$ cat src/rtl/alu_issue_pipe_pkg.sv
// ALU issue pipe shared definitions.
// ALU op encodings, MIPS opcode/funct constants, decode bundle.
package alu_pkg;

  typedef enum logic [2:0] {
    ALU_ADD  = 3'd0,
    ALU_SUB  = 3'd1,
    ALU_AND  = 3'd2,
    ALU_OR   = 3'd3,
    ALU_XOR  = 3'd4,
    ALU_NOR  = 3'd5,
    ALU_SLT  = 3'd6,
    ALU_SLTU = 3'd7
  } alu_op_e;

  localparam logic [5:0] OP_RTYPE = 6'h00;
  localparam logic [5:0] OP_BEQ   = 6'h04;
  localparam logic [5:0] OP_BNE   = 6'h05;
  localparam logic [5:0] OP_ADDI  = 6'h08;
  localparam logic [5:0] OP_ADDIU = 6'h09;
  localparam logic [5:0] OP_SLTI  = 6'h0A;
  localparam logic [5:0] OP_SLTIU = 6'h0B;
  localparam logic [5:0] OP_ANDI  = 6'h0C;
  localparam logic [5:0] OP_ORI   = 6'h0D;
  localparam logic [5:0] OP_XORI  = 6'h0E;

  localparam logic [5:0] F_ADD  = 6'h20;
  localparam logic [5:0] F_ADDU = 6'h21;
  localparam logic [5:0] F_SUB  = 6'h22;
  localparam logic [5:0] F_SUBU = 6'h23;
  localparam logic [5:0] F_AND  = 6'h24;
  localparam logic [5:0] F_OR   = 6'h25;
  localparam logic [5:0] F_XOR  = 6'h26;
  localparam logic [5:0] F_NOR  = 6'h27;
  localparam logic [5:0] F_SLT  = 6'h2A;
  localparam logic [5:0] F_SLTU = 6'h2B;

  typedef struct packed {
    alu_op_e op;
    logic    imm_sel;
    logic    sign_ext;
    logic    branch;
    logic    bne;
    logic    illegal;
  } dec_t;

endpackage

$ cat src/rtl/alu_issue_pipe_if.sv
// ALU issue pipe bus: upstream handshake, ALU port,
// downstream handshake and illegal counter.
interface alu_issue_pipe_if #(
  parameter int WIDTH = 32
);
  logic             in_valid;
  logic             in_ready;
  logic [5:0]       opcode;
  logic [5:0]       funct;
  logic [WIDTH-1:0] rs_val;
  logic [WIDTH-1:0] rt_val;
  logic [15:0]      imm;
  logic             flush;
  logic [WIDTH-1:0] alu_a;
  logic [WIDTH-1:0] alu_b;
  logic [2:0]       alu_control;
  logic [WIDTH-1:0] alu_result;
  logic             alu_zero;
  logic             out_valid;
  logic             out_ready;
  logic [WIDTH-1:0] out_result;
  logic             out_branch;
  logic             out_taken;
  logic             out_illegal;
  logic [7:0]       illegal_count;

  modport master (
    output in_valid, opcode, funct,
    output rs_val, rt_val, imm, flush,
    output alu_result, alu_zero, out_ready,
    input  in_ready, alu_a, alu_b,
    input  alu_control, out_valid,
    input  out_result, out_branch,
    input  out_taken, out_illegal,
    input  illegal_count
  );

  modport slave (
    input  in_valid, opcode, funct,
    input  rs_val, rt_val, imm, flush,
    input  alu_result, alu_zero, out_ready,
    output in_ready, alu_a, alu_b,
    output alu_control, out_valid,
    output out_result, out_branch,
    output out_taken, out_illegal,
    output illegal_count
  );
endinterface

$ cat src/rtl/alu_issue_pipe_decode.sv
// Combinational MIPS opcode/funct decoder.
// Unknown encodings fall through to illegal.
module alu_op_decode
  import alu_pkg::*;
(
  input  logic [5:0] i_opcode,
  input  logic [5:0] i_funct,
  output dec_t       o_dec
);

  // map {opcode, funct} onto ALU op and operand select
  always_comb begin
    o_dec = '{op: ALU_ADD, imm_sel: 1'b0,
              sign_ext: 1'b0, branch: 1'b0,
              bne: 1'b0, illegal: 1'b1};
    unique case (1'b1)
      (i_opcode == OP_RTYPE): begin
        o_dec.illegal = 1'b0;
        unique case (i_funct)
          F_ADD, F_ADDU: o_dec.op = ALU_ADD;
          F_SUB, F_SUBU: o_dec.op = ALU_SUB;
          F_AND:         o_dec.op = ALU_AND;
          F_OR:          o_dec.op = ALU_OR;
          F_XOR:         o_dec.op = ALU_XOR;
          F_NOR:         o_dec.op = ALU_NOR;
          F_SLT:         o_dec.op = ALU_SLT;
          F_SLTU:        o_dec.op = ALU_SLTU;
          default:       o_dec.illegal = 1'b1;
        endcase
      end
      (i_opcode == OP_BEQ),
      (i_opcode == OP_BNE): begin
        o_dec.illegal = 1'b0;
        o_dec.op      = ALU_SUB;
        o_dec.branch  = 1'b1;
        o_dec.bne     = (i_opcode == OP_BNE);
      end
      (i_opcode == OP_ADDI),
      (i_opcode == OP_ADDIU): begin
        o_dec.illegal  = 1'b0;
        o_dec.op       = ALU_ADD;
        o_dec.imm_sel  = 1'b1;
        o_dec.sign_ext = 1'b1;
      end
      (i_opcode == OP_SLTI): begin
        o_dec.illegal  = 1'b0;
        o_dec.op       = ALU_SLT;
        o_dec.imm_sel  = 1'b1;
        o_dec.sign_ext = 1'b1;
      end
      (i_opcode == OP_SLTIU): begin
        o_dec.illegal  = 1'b0;
        o_dec.op       = ALU_SLTU;
        o_dec.imm_sel  = 1'b1;
        o_dec.sign_ext = 1'b1;
      end
      (i_opcode == OP_ANDI): begin
        o_dec.illegal = 1'b0;
        o_dec.op      = ALU_AND;
        o_dec.imm_sel = 1'b1;
      end
      (i_opcode == OP_ORI): begin
        o_dec.illegal = 1'b0;
        o_dec.op      = ALU_OR;
        o_dec.imm_sel = 1'b1;
      end
      (i_opcode == OP_XORI): begin
        o_dec.illegal = 1'b0;
        o_dec.op      = ALU_XOR;
        o_dec.imm_sel = 1'b1;
      end
      default: ;
    endcase
  end

endmodule

$ cat src/rtl/alu_issue_pipe.sv
// Two-stage ALU issue pipe: I drives external ALU,
// R captures its result for a valid/ready consumer.
module alu_issue_pipe
  import alu_pkg::*;
#(
  parameter int WIDTH = 32
) (
  input logic           clk,
  input logic           rst_n,
  alu_issue_pipe_if.slave bus
);

  dec_t             w_dec;
  logic [WIDTH-1:0] w_imm;
  logic [WIDTH-1:0] w_a;
  logic [WIDTH-1:0] w_b;
  logic             w_cap;
  logic             w_acc;
  logic             w_ohs;

  logic             r_i_valid;
  logic [WIDTH-1:0] r_alu_a;
  logic [WIDTH-1:0] r_alu_b;
  alu_op_e          r_alu_ctl;
  logic             r_i_branch;
  logic             r_i_bne;
  logic             r_i_illegal;

  logic             r_r_valid;
  logic [WIDTH-1:0] r_result;
  logic             r_branch;
  logic             r_taken;
  logic             r_illegal;
  logic [7:0]       r_ill_cnt;

  alu_op_decode u_dec (
    .i_opcode (bus.opcode),
    .i_funct  (bus.funct),
    .o_dec    (w_dec)
  );

  assign w_imm = w_dec.sign_ext
    ? {{(WIDTH-16){bus.imm[15]}}, bus.imm}
    : {{(WIDTH-16){1'b0}}, bus.imm};

  assign w_a = w_dec.illegal ? '0 : bus.rs_val;
  assign w_b = w_dec.illegal ? '0
             : (w_dec.imm_sel ? w_imm : bus.rt_val);

  assign w_cap = r_i_valid && !bus.flush
              && (!r_r_valid || bus.out_ready);
  assign w_ohs = r_r_valid && bus.out_ready;
  assign bus.in_ready = !bus.flush
                     && (!r_i_valid || w_cap);
  assign w_acc = bus.in_valid && bus.in_ready;

  // issue stage: load decoded operands on accept
  always_ff @(posedge clk or negedge rst_n) begin
    if (!rst_n) begin
      r_i_valid   <= 1'b0;
      r_alu_a     <= '0;
      r_alu_b     <= '0;
      r_alu_ctl   <= ALU_ADD;
      r_i_branch  <= 1'b0;
      r_i_bne     <= 1'b0;
      r_i_illegal <= 1'b0;
    end else begin
      if (bus.flush)  r_i_valid <= 1'b0;
      else if (w_acc) r_i_valid <= 1'b1;
      else if (w_cap) r_i_valid <= 1'b0;
      if (w_acc) begin
        r_alu_a     <= w_a;
        r_alu_b     <= w_b;
        r_alu_ctl   <= w_dec.op;
        r_i_branch  <= w_dec.branch;
        r_i_bne     <= w_dec.bne;
        r_i_illegal <= w_dec.illegal;
      end
    end
  end

  // result stage: capture ALU output, hold under stall
  always_ff @(posedge clk or negedge rst_n) begin
    if (!rst_n) begin
      r_r_valid <= 1'b0;
      r_result  <= '0;
      r_branch  <= 1'b0;
      r_taken   <= 1'b0;
      r_illegal <= 1'b0;
    end else begin
      if (bus.flush)  r_r_valid <= 1'b0;
      else if (w_cap) r_r_valid <= 1'b1;
      else if (w_ohs) r_r_valid <= 1'b0;
      if (w_cap) begin
        r_result  <= r_i_illegal ? '0 : bus.alu_result;
        r_taken   <= r_i_branch
                  && (r_i_bne ^ bus.alu_zero);
        r_branch  <= r_i_branch;
        r_illegal <= r_i_illegal;
      end
    end
  end

  // count retired illegal results, saturating
  always_ff @(posedge clk or negedge rst_n) begin
    if (!rst_n) begin
      r_ill_cnt <= 8'd0;
    end else if (w_ohs && r_illegal && !bus.flush
                 && r_ill_cnt != 8'hFF) begin
      r_ill_cnt <= r_ill_cnt + 8'd1;
    end
  end

  assign bus.alu_a         = r_alu_a;
  assign bus.alu_b         = r_alu_b;
  assign bus.alu_control   = r_alu_ctl;
  assign bus.out_valid     = r_r_valid;
  assign bus.out_result    = r_result;
  assign bus.out_branch    = r_branch;
  assign bus.out_taken     = r_taken;
  assign bus.out_illegal   = r_illegal;
  assign bus.illegal_count = r_ill_cnt;

endmodule

$ cat src/flat_wrapper.sv
// flat-port wrapper written by rule: the top's interface ports become plain ports
module alu_issue_pipe_flat import alu_pkg::*;
#(
  parameter int WIDTH = 32
)
  (clk, rst_n, bus_in_valid, bus_opcode, bus_funct, bus_rs_val, bus_rt_val, bus_imm, bus_flush, bus_alu_result, bus_alu_zero, bus_out_ready, bus_in_ready, bus_alu_a, bus_alu_b, bus_alu_control, bus_out_valid, bus_out_result, bus_out_branch, bus_out_taken, bus_out_illegal, bus_illegal_count);
  alu_issue_pipe_if #(.WIDTH(WIDTH)) bus_i ();
  input logic clk;
  input logic rst_n;
  input wire logic [$bits(bus_i.in_valid)-1:0] bus_in_valid;
  input wire logic [$bits(bus_i.opcode)-1:0] bus_opcode;
  input wire logic [$bits(bus_i.funct)-1:0] bus_funct;
  input wire logic [$bits(bus_i.rs_val)-1:0] bus_rs_val;
  input wire logic [$bits(bus_i.rt_val)-1:0] bus_rt_val;
  input wire logic [$bits(bus_i.imm)-1:0] bus_imm;
  input wire logic [$bits(bus_i.flush)-1:0] bus_flush;
  input wire logic [$bits(bus_i.alu_result)-1:0] bus_alu_result;
  input wire logic [$bits(bus_i.alu_zero)-1:0] bus_alu_zero;
  input wire logic [$bits(bus_i.out_ready)-1:0] bus_out_ready;
  output wire logic [$bits(bus_i.in_ready)-1:0] bus_in_ready;
  output wire logic [$bits(bus_i.alu_a)-1:0] bus_alu_a;
  output wire logic [$bits(bus_i.alu_b)-1:0] bus_alu_b;
  output wire logic [$bits(bus_i.alu_control)-1:0] bus_alu_control;
  output wire logic [$bits(bus_i.out_valid)-1:0] bus_out_valid;
  output wire logic [$bits(bus_i.out_result)-1:0] bus_out_result;
  output wire logic [$bits(bus_i.out_branch)-1:0] bus_out_branch;
  output wire logic [$bits(bus_i.out_taken)-1:0] bus_out_taken;
  output wire logic [$bits(bus_i.out_illegal)-1:0] bus_out_illegal;
  output wire logic [$bits(bus_i.illegal_count)-1:0] bus_illegal_count;
  assign bus_i.in_valid = bus_in_valid;
  assign bus_i.opcode = bus_opcode;
  assign bus_i.funct = bus_funct;
  assign bus_i.rs_val = bus_rs_val;
  assign bus_i.rt_val = bus_rt_val;
  assign bus_i.imm = bus_imm;
  assign bus_i.flush = bus_flush;
  assign bus_i.alu_result = bus_alu_result;
  assign bus_i.alu_zero = bus_alu_zero;
  assign bus_i.out_ready = bus_out_ready;
  assign bus_in_ready = bus_i.in_ready;
  assign bus_alu_a = bus_i.alu_a;
  assign bus_alu_b = bus_i.alu_b;
  assign bus_alu_control = bus_i.alu_control;
  assign bus_out_valid = bus_i.out_valid;
  assign bus_out_result = bus_i.out_result;
  assign bus_out_branch = bus_i.out_branch;
  assign bus_out_taken = bus_i.out_taken;
  assign bus_out_illegal = bus_i.out_illegal;
  assign bus_illegal_count = bus_i.illegal_count;
  alu_issue_pipe #(.WIDTH(WIDTH)) u_core (.clk(clk), .rst_n(rst_n), .bus(bus_i));
endmodule
$ cat config.mk
export PLATFORM = sky130hd
export DESIGN_NAME = alu_issue_pipe_flat
export DESIGN_NICKNAME = d
export VERILOG_FILES = /design/src/rtl/alu_issue_pipe_pkg.sv /design/src/rtl/alu_issue_pipe_if.sv /design/src/rtl/alu_issue_pipe_decode.sv /design/src/rtl/alu_issue_pipe.sv /design/src/flat_wrapper.sv
export SDC_FILE = /design/constraint.sdc
export NUM_CORES = 1
export LEC_CHECK = 0
export ABC_AREA = 1
export BUFFER_PORTS_ARGS = -buffer_cell sky130_fd_sc_hd__buf_2
export CAP_MARGIN = 20
export CORE_MARGIN = 2
export CORE_UTILIZATION = 46
export DETAILED_ROUTE_END_ITERATION = 8
export GPL_ROUTABILITY_DRIVEN = 1
export PLACE_DENSITY = 0.92
export SYNTH_ARGS = -nofsm -noshare
export SYNTH_HDL_FRONTEND = slang
export SYNTH_SLANG_ARGS = --single-unit
$ cat constraint.sdc
create_clock -name clk -period 1.9 [get_ports clk]
set_input_delay 0.095 -clock clk [delete_from_list [all_inputs] [get_ports clk]]
set_output_delay 0.095 -clock clk [all_outputs]
set_load 0.01 [all_outputs]
==> metrics.txt <==
# TYPE chip_impl_metric gauge
chip_impl_info{name="crit_chain",value="inv_1 > nor3_4 > nand2_1 > inv_2 > a22o_1"} 1
chip_impl_info{name="cts_tree",value="yes"} 1
chip_impl_metric{name="ios",unit=""} 242
chip_impl_metric{name="yosysSeqAreaShare",unit="%"} 56.9
chip_impl_info{name="cell_type_of_the_slowest_stage_on_the_worst_timing_path",value="sky130_fd_sc_hd__dfrtp_1"} 1
chip_impl_metric{name="grt_remaining_overflow",unit=""} 0
chip_impl_metric{name="viasPerCell",unit=""} 5.06
chip_impl_metric{name="global_route.usage.met2",unit="%"} 53.6
chip_impl_metric{name="worst-endpoint-required",unit="ns"} 2.31
chip_impl_metric{name="timing.critical_path.slowest_cell_delay",unit="ns"} 0.42
chip_impl_metric{name="floorplan.rows",unit=""} 38
chip_impl_metric{name="p_int",unit="mW"} 5.34
chip_impl_metric{name="route.detailed.drc",unit=""} 0
chip_impl_metric{name="area_delta_synth_final",unit="%"} 61.6
chip_impl_info{name="class_of_the_tightest_hold_or_removal_check",value="input pin to flip-flop"} 1
chip_impl_metric{name="ratio_of_cells_with_drive_above_1_in_the_final_layout",unit="%"} 32.9
chip_impl_metric{name="buffer_ports.inserted",unit=""} 241
chip_impl_metric{name="final_worst_path_period_share",unit="%"} 87.9
chip_impl_metric{name="drt-initial-drc-count",unit=""} 421
chip_impl_info{name="rsz0062_at_grt",value="no"} 1
chip_impl_metric{name="setup_slack",unit="ns"} 0.230
chip_impl_metric{name="sequential_cell_area_in_the_final_layout",unit="µm²"} 2880
chip_impl_metric{name="place_hpwl",unit="µm"} 10000
chip_impl_metric{name="antenna_cells",unit=""} 0
chip_impl_metric{name="floorplan.die.width",unit="µm"} 109
chip_impl_metric{name="ant_nets",unit=""} 0
chip_impl_metric{name="antenna_found_initial",unit=""} 0
chip_impl_metric{name="nets",unit=""} 1069
chip_impl_metric{name="seqPwrFrac",unit="%"} 38.9
chip_impl_metric{name="grt.met3_usage",unit="%"} 6.87
chip_impl_metric{name="period_needed",unit="ns"} 1.67
chip_impl_metric{name="fin_hold_ws",unit="ns"} 0.0434
chip_impl_info{name="timing.critical_path.to_type",value="flip-flop"} 1
chip_impl_metric{name="floorplan.die_area",unit="µm²"} 11800
chip_impl_metric{name="grt_use_met1",unit="%"} 30.7
chip_impl_metric{name="clkPwrFrac",unit="%"} 43.0
chip_impl_metric{name="clock_path_buffers",unit=""} 2
chip_impl_metric{name="route.vias.total",unit=""} 5515
chip_impl_metric{name="height_of_the_die",unit="µm"} 109
chip_impl_metric{name="filler_cell_count",unit=""} 698
chip_impl_metric{name="synthesis.instances",unit=""} 576
chip_impl_info{name="setup.worst_path.class",value="flip-flop to flip-flop"} 1
chip_impl_metric{name="cts.sink_count",unit=""} 115
chip_impl_metric{name="routability_driven_placement_congestion_ratio",unit=""} 0.885
chip_impl_metric{name="syn-num-nets",unit=""} 707
chip_impl_info{name="top_usage_layer",value="met2"} 1
chip_impl_info{name="cts_root_buf",value="sky130_fd_sc_hd__clkbuf_8"} 1
chip_impl_metric{name="slew_headroom",unit="%"} 59.2
chip_impl_metric{name="number_of_synthesized_register_bits",unit=""} 115
chip_impl_info{name="outcome",value="finished, final reports clean"} 1
chip_impl_metric{name="count_of_cell_types_in_the_netlist",unit=""} 28
chip_impl_metric{name="clock.fmax",unit="GHz"} 0.599
chip_impl_metric{name="setup_violations",unit=""} 0
chip_impl_metric{name="arrival",unit="ns"} 2.08
chip_impl_metric{name="cts.reportedPaths.clkPinSlew",unit="ns"} 0.06
chip_impl_metric{name="maximum_number_of_pins_on_one_net_before_global_route_repair",unit=""} 69
chip_impl_metric{name="total_area_of_multi_input_combinational_cells",unit="µm²"} 1960
chip_impl_info{name="startpoint_type",value="flip-flop"} 1
chip_impl_metric{name="post-place-ws",unit="ns"} 0.283
chip_impl_metric{name="worst_slew_pin_slew",unit="ns"} 0.611
chip_impl_metric{name="global_route_wire_length_before_repair",unit="µm"} 26900
chip_impl_metric{name="switching_share",unit="%"} 27.1
chip_impl_metric{name="detail_route.first_pass.iterations",unit=""} 5
chip_impl_metric{name="pwr-share-comb",unit="%"} 18.1
chip_impl_metric{name="synthesis.yosys.warnings",unit=""} 0
chip_impl_metric{name="power.switching",unit="mW"} 1.99
chip_impl_metric{name="grtUsageTotal",unit="%"} 29.6
chip_impl_metric{name="timing_hold_violations_final",unit=""} 0
chip_impl_metric{name="cts_buffers",unit=""} 17
chip_impl_metric{name="post_cts.resized_instances",unit=""} 0
chip_impl_metric{name="wl_per_cell",unit="µm"} 16.2
chip_impl_metric{name="syn-cell-area",unit="µm²"} 5050
chip_impl_metric{name="core-area",unit="µm²"} 10800
chip_impl_metric{name="leakage",unit="nW"} 4.72
chip_impl_metric{name="power.density_cell_area",unit="nW/µm²"} 898
chip_impl_metric{name="skew",unit="ns"} 0.0118
chip_impl_metric{name="setup_total_negative_slack",unit="ns"} 0
chip_impl_metric{name="peak_supply_drop",unit="mV"} 0.552
chip_impl_metric{name="cap_viol_max_count",unit=""} 0
chip_impl_metric{name="synthesis.area_per_instance",unit="µm²"} 8.78
chip_impl_metric{name="final_max_slew_viol_count",unit=""} 0
chip_impl_metric{name="design_power_total",unit="mW"} 7.33
chip_impl_metric{name="worst_skew_pair.late_latency",unit="ns"} 0.50
chip_impl_metric{name="wirelength",unit="µm"} 17700
chip_impl_metric{name="floorplan.initialDensity",unit="%"} 46.8
chip_impl_metric{name="cts.htree.levels",unit=""} 4
chip_impl_metric{name="via_count_of_the_first_global_routing_pass",unit=""} 5821
chip_impl_metric{name="worst-path-max-fanout",unit=""} 33
[layer usage]
layer	vias to the layer above	wire, µm
li1	2548	-
met1	2581	6410
met2	309	9260
met3	77	1180
met4	0	834
met5	-	0
[synthesized netlist by cell type (all sizes together)]
master | n | area, µm²
inv | 22 | 82.6
nand2 | 282 | 1060
xnor2 | 4 | 35.0
nor3 | 4 | 31.3
ha | 1 | 12.5
nor2 | 27 | 134
buf | 23 | 130
a21oi | 5 | 47.5
or2 | 16 | 100
o31ai | 1 | 7.51
nand3 | 29 | 168
nand4 | 2 | 12.5
o21ai | 7 | 35.0
clkbuf | 2 | 7.51
a22o | 32 | 280
dfrtp | 115 | 2880
xor2 | 4 | 35.0
[registers in the layout (all words and copies together) (netlist names)]
| name | cells |
|---|---|
| u_core.r_i_valid | 1 |
| u_core.bus.alu_a | 32 |
| u_core.bus.out_branch | 1 |
| u_core.r_i_illegal | 1 |
| u_core.r_i_bne | 1 |
| u_core.bus.alu_control | 3 |
| u_core.bus.illegal_count | 8 |
| u_core.r_i_branch | 1 |
| u_core.bus.alu_b | 32 |
| u_core.bus.out_illegal | 1 |
| u_core.bus.out_taken | 1 |
| u_core.bus.out_result | 32 |
| u_core.bus.out_valid | 1 |
[kinds of logic after synthesis]
kind of cell / synth area share [%]
AO/OA/AOI/OAI: 7.33
XOR/XNOR: 1.39
adder cells (fa/ha/maj): 0.247
buffers and inverters: 4.36
flip-flops: 56.9
AND/OR/NAND/NOR: 29.8
[power by group through the flow]
stage	combinational, mW	sequential (mW)	clock, mW
floorplan	0.442	2.97	0
global placement	1.05	2.87	0
detailed placement	1.08	2.88	0
CTS	1.29	2.84	3.19
global route	1.46	2.87	3.33
finish	1.33	2.85	3.15
[critical path, delay by kind of cell (launching register included)]
kind / cells / cell delay [ns]
flip-flops: 1 / 0.42
AO/OA/AOI/OAI: 1 / 0.25
buffers and inverters: 2 / 0.52
AND/OR/NAND/NOR: 2 / 0.40
[worst paths after layout]
check | start | endpoint | slack (ns) | cells after the start
max in group asynchronous | rst_n | u_core.bus.out_valid$_DFFE_PN0P_ | 0.27 | 4
hold reg to reg | u_core.bus.out_branch$_DFFE_PN0P_ | u_core.bus.out_branch$_DFFE_PN0P_ | 0.47 | 2
hold / removal | bus_funct[1] | u_core.bus.alu_control[1]$_DFFE_PN0P_ | 0.04 | 4
setup / recovery | u_core.r_i_valid$_DFFE_PN0P_ | u_core.bus.out_result[3]$_DFFE_PN0P_ | 0.23 | 5
min in group asynchronous | rst_n | u_core.r_i_valid$_DFFE_PN0P_ | 0.52 | 3
setup reg to reg | u_core.r_i_valid$_DFFE_PN0P_ | u_core.bus.out_result[3]$_DFFE_PN0P_ | 0.23 | 5
[layout by cell type, fill, tap and decap left out, types with 4 or more instances in the layout]
cell type / Yosys / routed
sky130_fd_sc_hd__or2_2: 16 / 16
sky130_fd_sc_hd__inv_1: 19 / 19
sky130_fd_sc_hd__nand3_1: 26 / 26
sky130_fd_sc_hd__dlygate4sd3_1: 0 / 119
sky130_fd_sc_hd__buf_4: 2 / 7
sky130_fd_sc_hd__nor2_2: 4 / 4
sky130_fd_sc_hd__dfrtp_1: 115 / 115
sky130_fd_sc_hd__buf_2: 17 / 240
sky130_fd_sc_hd__clkinv_2: 0 / 4
sky130_fd_sc_hd__a22o_1: 32 / 32
sky130_fd_sc_hd__clkbuf_16: 0 / 16
sky130_fd_sc_hd__xnor2_1: 4 / 4
sky130_fd_sc_hd__o21ai_0: 6 / 6
sky130_fd_sc_hd__xor2_1: 4 / 4
sky130_fd_sc_hd__nand2_1: 282 / 281
sky130_fd_sc_hd__nor2_1: 20 / 20
[final cells by class]
cell class                      instances  share of cell area (%)
Inverter                               22                    1.01
Tap cell                              140                    2.14
Clock inverter                         13                    1.96
Clock buffer                           18                    5.24
Timing Repair Buffer                  368                    30.4
Multi-Input combinational cell        414                    24.0
Sequential cell                       115                    35.2
[per-stage QoR]
step                      instance area [µm²]  utilization, %  cells
final                                    8170            75.7   1090
after floorplan                          5050               -    576
after CTS                                8170            75.7   1090
after detailed placement                 6390            59.2    940
after global placement                   6390            59.2    940
after global routing                     8170            75.7   1090
[repair_timing]
action,4_1_cts,5_1_grt
hold endpoints to repair,216,0
hold buffers,119,0
buffers inserted,0,0
No activity file was read; power rests on OpenSTA's default activity.
